===== src/rtl/fp16_pkg.sv =====
// Shared fp16 constants, field widths, accumulator state encoding and a
// leading-zero counter used by the adder's normalizer.
package fp16_pkg;

   localparam int          SIGN_W          = 1;
   localparam int          EXP_W           = 5;
   localparam int          MAN_W           = 10;
   localparam int          FP16_BIAS       = 15;
   localparam logic [4:0]  FP16_EXP_MAX    = 5'd31;
   localparam logic [15:0] FP16_MAX_FINITE = 16'h7BFF;

   typedef enum logic [1:0] {
      IDLE  = 2'd0,
      ACCUM = 2'd1,
      DONE  = 2'd2
   } state_t;

   function automatic logic [3:0] lzc15(input logic [14:0] v);
      logic [3:0] n;
      n = 4'd15;
      for (int i = 0; i < 15; i++) begin
         if (v[i]) n = 4'(14 - i);
      end
      return n;
   endfunction

endpackage


===== src/rtl/accum_half_precision_if.sv =====
// Product-in / sum-out handshake bundle for the fp16 dot-product accumulator.
interface accum_half_precision_if;

   logic [15:0] i_Product;
   logic        i_Exception;
   logic        i_Valid;
   logic        o_Ready;
   logic        i_Clear;
   logic [15:0] o_Sum;
   logic        o_Exception;
   logic        o_Valid;
   logic        i_Ready;

   modport slave (
      input  i_Product, i_Exception, i_Valid, i_Clear, i_Ready,
      output o_Ready, o_Sum, o_Exception, o_Valid
   );

   modport master (
      output i_Product, i_Exception, i_Valid, i_Clear, i_Ready,
      input  o_Ready, o_Sum, o_Exception, o_Valid
   );

endinterface


===== src/rtl/add_half_precision.sv =====
// Combinational fp16 adder: flush-to-zero, saturating, truncating by default.
// Define ROUND_NEAREST_EN for round-to-nearest-even using guard/round/sticky.
module add_half_precision
   import fp16_pkg::*;
(
   input  logic [15:0] a_i,
   input  logic [15:0] b_i,
   output logic [15:0] sum_o,
   output logic        exc_o
);

   logic              a_zero, b_zero, a_spec, b_spec, swap;
   logic [15:0]       big, sml;
   logic [EXP_W-1:0]  d;
   logic [34:0]       sml_sh;
   logic [13:0]       ma_x, mb_x;
   logic [14:0]       mag;
   logic [3:0]        lz;
   logic signed [6:0] e_res;
   logic [MAN_W-1:0]  man;
`ifdef ROUND_NEAREST_EN
   logic [13:0]       norm;
   logic              rnd_up, man_c;
`endif

   always_comb begin
      a_zero = (a_i[14:10] == 5'd0);
      b_zero = (b_i[14:10] == 5'd0);
      a_spec = (a_i[14:10] == FP16_EXP_MAX);
      b_spec = (b_i[14:10] == FP16_EXP_MAX);
      swap   = (b_i[14:0] > a_i[14:0]);
      big    = swap ? b_i : a_i;
      sml    = swap ? a_i : b_i;
      d      = big[14:10] - sml[14:10];
      ma_x   = {1'b1, big[9:0], 3'b000};
      // Bits shifted below the round position collapse into one sticky bit.
      sml_sh = {1'b1, sml[9:0], 24'd0} >> d;
      mb_x   = {sml_sh[34:22], |sml_sh[21:0]};
      mag    = (big[15] ^ sml[15]) ? ({1'b0, ma_x} - {1'b0, mb_x})
                                   : ({1'b0, ma_x} + {1'b0, mb_x});
      lz     = lzc15(mag);
      e_res  = $signed({2'b00, big[14:10]}) + 7'sd1 - $signed({3'b000, lz});
`ifdef ROUND_NEAREST_EN
      norm          = 14'(mag << lz);
      rnd_up        = norm[3] & (norm[4] | (|norm[2:0]));
      {man_c, man}  = {1'b0, norm[13:4]} + {10'd0, rnd_up};
      e_res         = e_res + (man_c ? 7'sd1 : 7'sd0);
`else
      man           = 10'((mag << lz) >> 4);
`endif

      sum_o = 16'h0000;
      exc_o = 1'b0;
      if (a_spec || b_spec) begin
         sum_o = {a_spec ? a_i[15] : b_i[15], FP16_MAX_FINITE[14:0]};
         exc_o = 1'b1;
      end else if (a_zero && b_zero) begin
         sum_o = 16'h0000;
      end else if (a_zero) begin
         sum_o = b_i;
      end else if (b_zero) begin
         sum_o = a_i;
      end else if (mag == 15'd0) begin
         sum_o = 16'h0000;
      end else if (e_res > 7'sd30) begin
         sum_o = {big[15], FP16_MAX_FINITE[14:0]};
         exc_o = 1'b1;
      end else if (e_res < 7'sd1) begin
         sum_o = 16'h0000;
      end else begin
         sum_o = {big[15], e_res[4:0], man};
      end
   end

endmodule


===== src/rtl/accum_half_precision.sv =====
// Sums DOT_LEN fp16 products into one held result; rounding follows the
// ROUND_NEAREST_EN build option of the adder.
//   state | meaning
//   IDLE  | waiting for first term of a dot product
//   ACCUM | adding subsequent terms, count < DOT_LEN
//   DONE  | result presented with o_Valid until i_Ready
module accum_half_precision
   import fp16_pkg::*;
#(
   parameter int DOT_LEN = 4
)(
   input logic                   i_Clk,
   input logic                   i_Reset,
   accum_half_precision_if.slave bus
);

   localparam logic [3:0] LEN = 4'(DOT_LEN);

   state_t      state_q, state_d;
   logic [15:0] acc_q, acc_d;
   logic [3:0]  cnt_q, cnt_d;
   logic        exc_q, exc_d;
   logic        accept;
   logic [15:0] add_sum;
   logic        add_exc;

   add_half_precision u_add (
      .a_i   (acc_q),
      .b_i   (bus.i_Product),
      .sum_o (add_sum),
      .exc_o (add_exc)
   );

   assign accept = bus.i_Valid & bus.o_Ready;

   always_comb begin
      state_d = state_q;
      acc_d   = acc_q;
      cnt_d   = cnt_q;
      exc_d   = exc_q;
      unique case (state_q)
         IDLE, ACCUM: begin
            if (bus.i_Clear) begin
               state_d = IDLE;
               acc_d   = 16'h0000;
               cnt_d   = 4'd0;
               exc_d   = 1'b0;
            end else if (accept) begin
               if (state_q == IDLE) begin
                  acc_d = bus.i_Product;
                  exc_d = bus.i_Exception;
                  cnt_d = 4'd1;
               end else begin
                  acc_d = add_sum;
                  exc_d = exc_q | bus.i_Exception | add_exc;
                  cnt_d = cnt_q + 4'd1;
               end
               state_d = (cnt_d == LEN) ? DONE : ACCUM;
            end
         end
         // Clear is ignored here so a presented result is never dropped.
         DONE: begin
            if (bus.i_Ready) begin
               state_d = IDLE;
               cnt_d   = 4'd0;
            end
         end
         default: state_d = IDLE;
      endcase
   end

   always_ff @(posedge i_Clk or posedge i_Reset) begin
      if (i_Reset) begin
         state_q <= IDLE;
         acc_q   <= 16'h0000;
         cnt_q   <= 4'd0;
         exc_q   <= 1'b0;
      end else begin
         state_q <= state_d;
         acc_q   <= acc_d;
         cnt_q   <= cnt_d;
         exc_q   <= exc_d;
      end
   end

   assign bus.o_Ready     = (state_q != DONE);
   assign bus.o_Valid     = (state_q == DONE);
   assign bus.o_Sum       = acc_q;
   assign bus.o_Exception = exc_q;

endmodule


===== src/flat_wrapper.sv =====
// flat-port wrapper written by rule: the top's interface ports become plain ports
module accum_half_precision_flat import fp16_pkg::*;
#(
   parameter int DOT_LEN = 4
)
  (i_Clk, i_Reset, bus_i_Product, bus_i_Exception, bus_i_Valid, bus_i_Clear, bus_i_Ready, bus_o_Ready, bus_o_Sum, bus_o_Exception, bus_o_Valid);
  accum_half_precision_if bus_i ();
  input logic i_Clk;
  input logic i_Reset;
  input wire logic [$bits(bus_i.i_Product)-1:0] bus_i_Product;
  input wire logic [$bits(bus_i.i_Exception)-1:0] bus_i_Exception;
  input wire logic [$bits(bus_i.i_Valid)-1:0] bus_i_Valid;
  input wire logic [$bits(bus_i.i_Clear)-1:0] bus_i_Clear;
  input wire logic [$bits(bus_i.i_Ready)-1:0] bus_i_Ready;
  output wire logic [$bits(bus_i.o_Ready)-1:0] bus_o_Ready;
  output wire logic [$bits(bus_i.o_Sum)-1:0] bus_o_Sum;
  output wire logic [$bits(bus_i.o_Exception)-1:0] bus_o_Exception;
  output wire logic [$bits(bus_i.o_Valid)-1:0] bus_o_Valid;
  assign bus_i.i_Product = bus_i_Product;
  assign bus_i.i_Exception = bus_i_Exception;
  assign bus_i.i_Valid = bus_i_Valid;
  assign bus_i.i_Clear = bus_i_Clear;
  assign bus_i.i_Ready = bus_i_Ready;
  assign bus_o_Ready = bus_i.o_Ready;
  assign bus_o_Sum = bus_i.o_Sum;
  assign bus_o_Exception = bus_i.o_Exception;
  assign bus_o_Valid = bus_i.o_Valid;
  accum_half_precision #(.DOT_LEN(DOT_LEN)) u_core (.i_Clk(i_Clk), .i_Reset(i_Reset), .bus(bus_i));
endmodule

===== config.mk =====
export PLATFORM = sky130hd
export DESIGN_NAME = accum_half_precision_flat
export DESIGN_NICKNAME = d
export VERILOG_FILES = /design/src/rtl/fp16_pkg.sv /design/src/rtl/accum_half_precision_if.sv /design/src/rtl/add_half_precision.sv /design/src/rtl/accum_half_precision.sv /design/src/flat_wrapper.sv
export SDC_FILE = /design/constraint.sdc
export NUM_CORES = 1
export LEC_CHECK = 0
export CAP_MARGIN = 40
export CORE_MARGIN = 2
export CORE_UTILIZATION = 35
export CTS_BUF_LIST = sky130_fd_sc_hd__clkbuf_4 sky130_fd_sc_hd__clkbuf_8
export CTS_CLUSTER_DIAMETER = 120
export CTS_CLUSTER_SIZE = 12
export DETAILED_ROUTE_END_ITERATION = 8
export GPL_TIMING_DRIVEN = 1
export HOLD_SLACK_MARGIN = 0.02
export PLACE_DENSITY = 0.59
export SKIP_LAST_GASP = 1
export SYNTH_ARGS = -nofsm -noshare
export SYNTH_HDL_FRONTEND = slang
export SYNTH_HIERARCHICAL = 1
export SYNTH_SLANG_ARGS = --single-unit

===== constraint.sdc =====
create_clock -name i_Clk -period 19.03 [get_ports i_Clk]
set_clock_uncertainty 0.05 [all_clocks]
set_input_delay 3.806 -clock i_Clk [delete_from_list [all_inputs] [get_ports i_Clk]]
set_output_delay 3.806 -clock i_Clk [all_outputs]
set_load 0.02 [all_outputs]

Yosys cells after proc, flatten, opt, wreduce, memory -nomap -nowiden
Cells that the tools add are included.

Input bits: 22. Bits in read-only memories: 0. Memories: 0. Logic and storage cells: 96. Memory bits (writable): 0. Flip-flop bits (word level): 23. Output and inout port bits: 19. Latch bits: 0.

Reductions and logical operators: 15. Equality and inequality tests: 10. Bitwise logic cells: 4. Magnitude comparators: 3. Divide/modulo/power cells: 0. $mul: 0. Multiplexer cells: 51. Shifts and indexed selects: 2. $add $sub $neg: 6.

Operators by type and width (count): 2-to-1 mux 16 bit (12); 2-to-1 mux 4 bit (20); right shift 35 x 5 -> 35 bit (1); OR reduction 22 bit (1); adder 14 x 14 -> 15 bit (1); greater-than comparator 15 bit (1); logical NOT 15 bit (1); 2-to-1 mux 15 bit (1); left shift 15 x 4 -> 14 bit (1); subtractor 14 x 14 -> 15 bit (1); 2-to-1 mux 1 bit (11); equality test 5 bit (second input constant) (2); logical NOT 5 bit (2); 2-to-1 mux 2 bit (5); case mux 4 bit (2 select lines) (1); greater-than comparator 7 x 6 -> 1 bit (second input constant) (1); < comparator 7 x 2 -> 1 bit (second input constant) (1); subtractor 6 x 4 -> 7 bit (1); adder 5 x 1 -> 6 bit (second input constant) (1); != test 6 x 3 -> 1 bit (second input constant) (1); AND reduction 3 bit (2); subtractor 5 bit (1); adder 4 x 1 -> 4 bit (second input constant) (1); equality test 4 x 3 -> 1 bit (second input constant) (1); other kinds (16) (20).

Logic depth before layout (Yosys ltp)
Depth in word-level cells: 34. Depth in mapped cells: 58. Depth with buffers taken out: 53.

Modules after synthesis
The synthesis kept the hierarchy.

Modules (own cells, without submodules): add_half_precision (area each 5383.9 sq um, instances 1, sequential area each 0.0 sq um, cells each 785); accum_half_precision (area each 1143.6 sq um, instances 1, sequential area each 575.6 sq um, cells each 108).

Worst setup path after synthesis
No wires, ideal clock.

Kind: input-to-reg. Start: in bus_i_Product[12]. End: reg u_core.acc_q[6], in the netlist u_core/bus.o_Sum[6]. Buffers on the path: 6. Library setup time: 127 ps. Stages: 55. Data required time: 18853 ps. Slack: 6006 ps. Arrival: 12846 ps. Cell sequence: ha_1 > buf_4 > a21oi_2 > o21ai_2 > or3_1 > buf_4 > o21ai_4 > a31oi_2 > ha_1 > clkbuf_1 > mux4_2 > mux2_4 > and2_0 > o21ba_2 > nand2_1 > inv_1 > ha_1 > inv_1 > [19 not listed] > inv_1 > ha_1 > inv_1 > fa_1 > inv_1 > a21oi_1 > nor2_1 > nor2_1 > xnor2_1 > o21ai_0 > inv_1 > a31o_1 > buf_6 > a221o_1 > a31oi_1 > o41ai_1 > mux2i_1 > o21ai_0.

Longest elaborated chain between the ends: 34. Elaborated cells between the ends (all ways): 47. Those cells by class: add/sub: 5; order compare: 3; eq/ne: 2; shift: 2; mux: 28; bitwise: 1; reduce/logical: 6.

RTL lines: start, declared (RTL line flat_wrapper.sv:10) `input wire logic [$bits(bus_i.i_Product)-1:0] bus_i_Product;`; greater-than comparator 15 bit (RTL line add_half_precision.sv:31) `swap = (b_i[14:0] > a_i[14:0]);`; 2-to-1 mux 16 bit (on tied branches) (RTL line add_half_precision.sv:32, add_half_precision.sv:33); subtractor 5 bit (RTL line add_half_precision.sv:34) `d = big[14:10] - sml[14:10];`; right shift 35 x 5 -> 35 bit (RTL line add_half_precision.sv:37) `sml_sh = {1'b1, sml[9:0], 24'd0} >> d;`; OR reduction 22 bit (RTL line add_half_precision.sv:38) `mb_x = {sml_sh[34:22], |sml_sh[21:0]};`; adder 14 x 14 -> 15 bit / subtractor 14 x 14 -> 15 bit (equally long branches) (RTL line add_half_precision.sv:40, add_half_precision.sv:39); 2-to-1 mux 15 bit (RTL line add_half_precision.sv:39) `mag = (big[15] ^ sml[15]) ? ({1'b0, ma_x} - {1'b0, mb_x})`; 2-to-1 mux 1 bit (RTL line fp16_pkg.sv:22) `if (v[i]) n = 4'(14 - i);`; [19 not listed]; 2-to-1 mux 16 bit (RTL line add_half_precision.sv:61) `end else if (b_zero) begin`; 2-to-1 mux 16 bit (RTL line add_half_precision.sv:59) `end else if (a_zero) begin`; 2-to-1 mux 16 bit (RTL line add_half_precision.sv:57) `end else if (a_zero && b_zero) begin`; 2-to-1 mux 16 bit * (RTL line add_half_precision.sv:54) `if (a_spec || b_spec) begin`; net u_core.add_sum[6] (RTL line accum_half_precision.sv:24) `logic [15:0] add_sum;`; 2-to-1 mux 16 bit * (RTL line accum_half_precision.sv:49) `if (state_q == IDLE) begin`; 2-to-1 mux 16 bit * (RTL line accum_half_precision.sv:48) `end else if (accept) begin`; 2-to-1 mux 16 bit * (RTL line accum_half_precision.sv:43) `if (bus.i_Clear) begin`; end signal, assigned (RTL line accum_half_precision.sv:75) `acc_q <= 16'h0000;`; end signal, assigned (RTL line accum_half_precision.sv:80) `acc_q <= acc_d;`; end, declared (RTL line accum_half_precision.sv:20) `logic [15:0] acc_q, acc_d;`.

The timed path passes the listed nets; every way through them passes the cells marked *. The select of a mux whose other input is x is not followed. A chain may end at the register's enable or synchronous reset.

Worst setup path after layout
Start: in bus_i_Product[10]. End: reg u_core.acc_q[0], in the netlist u_core/bus.o_Sum[0].

The elaborated chain is that of the path after synthesis.

==> metrics.md <==
| Metric | Value |
|---|---|
| FF-to-FF setup slack | around 7 ns |
| Yosys warns | 6 |
| Worst-path clk slew | 0.09 ns |
| Initial Utilization | between 30% and 40% |
| Synthesized area | 0.00653 sq mm |
| Period utilization | between 80% and 90% |
| Die ar. | slightly below 0.02 sq mm |
| Maximum vdd drop | about 0.056 mV |
| Antenna-violating nets left | 0 |
| Vias per cell | approximately 6.5 |
| Total detailed-routing wirelength | between 20,000 and 25,000 um |
| CP required | about 19 ns |
| Number of diodes | 0 |
| Top delay family on crit path | compound AO/OA/AOI/OAI gates |
| Status | finished clean |
| Critical path type | input port to flip-flop |
| Post-cts resize count | 0 |
| Hold slack | 0.467 ns |
| Slowest-stage cell, CP | ha_1 |
| Leakage | 2.89 nW |
| Max FO, Critical Path | 21 |
| Antenna violations before repair | 0 |
| Ratio of cells with drive above 1 in the final layout | between 8 and 9% |
| Worst Max-Slew Pin Slew | about 0.86 ns |
| Synth async-reset ratio | 100% |
| Die Span X | between 100 and 150 um |
| Nature of the critical path endpoint | flip-flop |
| Initial DRC count | ~800 |
| Cts bufs inserted | 3 |
| Power Total | between 1 and 1.5 mW |
| #FFs+latches synth | 23 |
| Ports | 41 |
| Register area share after synthesis | 8.82% |
| Clk_lat worst skew | roughly 0.27 ns |
| Top-area cell type share of the netlist area | 9.58% |
| Vias in the first global route | roughly 6,700 |
| Largest area contributor in the netlist | ha_1 |
| Max Transition Viols Final | 0 |
| CP peak stage delay | 0.85 ns |
| Most frequent cells after synthesis | nand2_1, nor2_1, o21ai_0, inv_1, a21oi_1 |
| GR Overflow Total | 0 |
| Largest net degree at the start of global routing | 40 |
| Fmax | 64.0 MHz |
| Relative slew slack | between 40% and 50% |
| HPWL after detailed placement | 18,600 um |
| Drt first pass iters | 7 |
| Pwr/cell area | between 150 and 200 mW/mm^2 |
| Post-CTS Hold Buffers | 0 |
| Syn nets | between 900 and 1,000 |
| Syn-to-layout area delta | 9.39% |
| Final hold vios | 0 |
| Total number of vias | between 7,000 and 8,000 |
| Most used cell, CP | nor2_1 |
| Total track usage | 23.2% |
| Cell with the most instances after synthesis | nand2_1 |
| Mean Syn Cell Area | between 7 and 8 sq um |
| Final core utilization | around 40% |
| Post-CTS Setup Inserts | 0 |
| First-pass GRT wire length | between 30,000 and 40,000 um |
| Die height | 141 um |
| DR DRC count | 0 |
| Worst path bufs/invs | 4 |
| Synth Flop Type | dfrtp_1 |
| RSZ-0062 raised after global routing | false |
| H-tree depth | 1 |
| Core area | approximately 0.018 sq mm |
| Maximum clock insertion buffer count | 2 |
| WL per Instance | roughly 21 um |
| Routability cong. | roughly 0.99 |
| Number of distinct library cells after synthesis | 110 |
| CTS tree | done |
| # clock sinks | 23 |
| Rows | between 40 and 50 |
| Final setup viols | 0 |
| Startpoint types | input port |
| Worst Hold Class | flip-flop to flip-flop |
| Max-Cap Viols | 0 |
| Port bufs | 40 |
| Clk root buf | clkbuf_8 |
| EDFF count, synth | 0 |
| Area contributors post-synth | ha_1, dfrtp_1, nand2_1 |
| Data arrival, critical path | 15.70 ns |
| Final net count | 975 |
| Mapped Cells | 893 |
| TNS Setup | 0 ns |
| Filler cell count | around 1,900 |
| Minimum clock period | roughly 16 ns |
placed cells by master (no fill, tap or decap), types with 7 or more instances in the layout:
master            n
dfrtp_1          23
nor2b_1           7
nor3_1           19
and2_1            7
clkdlybuf4s50_1  40
ha_1             50
nor4_1            9
and3_1           10
or3_1            10
a221oi_1         18
o21ai_0          66
a21o_1           11
nor2_1           78
mux2i_1          30
nand3_1          17
o21a_1            9
a31oi_1          15
a211oi_1         17
nand2_1          89
a21oi_1          52
xnor2_1           8
and4_1            7
o31ai_1          11
inv_1            57
o211ai_1         22
nand2b_1         14
cell families (layout without fill, tap and decap cells):
group           Yosys count  count (layout)  synth area share (%)
fa+ha+maj                52              52                  10.2
mux                      43              43                  7.71
flops                    23              23                  8.82
simple gates            313             313                  24.5
compound gates          340             340                  39.7
buf+inv                 108             115                  7.19
xor+xnor                 14              14                  1.88
layout make-up:
| type | instances | area [sq um] | share of cell area [%] |
|---|---|---|---|
| clock buffers | 4 | 48.8 | 0.683 |
| inverters | 61 | 229 | 3.21 |
| multi-input cells | 762 | 5490 | 76.9 |
| flip-flops and latches | 23 | 576 | 8.06 |
| well taps | 229 | 287 | 4.01 |
| repair buffers | 50 | 510 | 7.15 |
flip-flops by register name, indices dropped and copies added, names as in the netlist:
signal,flops
u_core/cnt_q,4
u_core/bus.o_Exception,1
u_core/state_q,2
u_core/bus.o_Sum,16
where the power goes:
part / switching [mW] / leakage [nW] / internal (mW)
combinational: 0.674 / 2.55 / 0.398
sequential: 0.0163 / 0.307 / 0.0550
clock: 0.0177 / 0.0262 / 0.0164
total: 0.708 / 2.89 / 0.469
metal layers:
metal	routed length (um)	GRT usage [%]	vias to the layer above
met5	0	0	-
met4	1180	10.1	0
met3	1390	1.47	72
met2	10300	36.1	328
met1	10700	33.3	3495
li1	-	-	3455
worst register-to-register path: cells and delay by family (launching register included):
family | cells | cell delay (ns)
compound gates | 20 | 4.46
xor+xnor | 1 | 0.12
fa+ha+maj | 5 | 2.69
buf+inv | 4 | 0.55
flops | 1 | 0.43
mux | 1 | 0.16
simple gates | 17 | 3.45
path summary, 6_finish.rpt:
kind,start,end,cells past startpoint
worst max register to register,u_core/bus.o_Sum[10],u_core/bus.o_Sum[0],48
worst min register to register,u_core/bus.o_Exception,u_core/bus.o_Exception,2
worst max-delay path,bus_i_Product[10],u_core/bus.o_Sum[0],47
min in group asynchronous,i_Reset,u_core/cnt_q[0],2
max in group asynchronous,i_Reset,u_core/bus.o_Sum[5],3
worst min-delay path,u_core/bus.o_Exception,u_core/bus.o_Exception,2
per-stage QoR:
stage	instances	worst slack (ns)	area, sq um
after detailed placement	1125	3.31	7090
final	1129	3.40	7140
after CTS	1129	3.60	7140
after global routing	1129	2.44	7140
after floorplan	893	6.01	6530
after global placement	1120	3.43	7020
(Power assumes the default switching activity.)
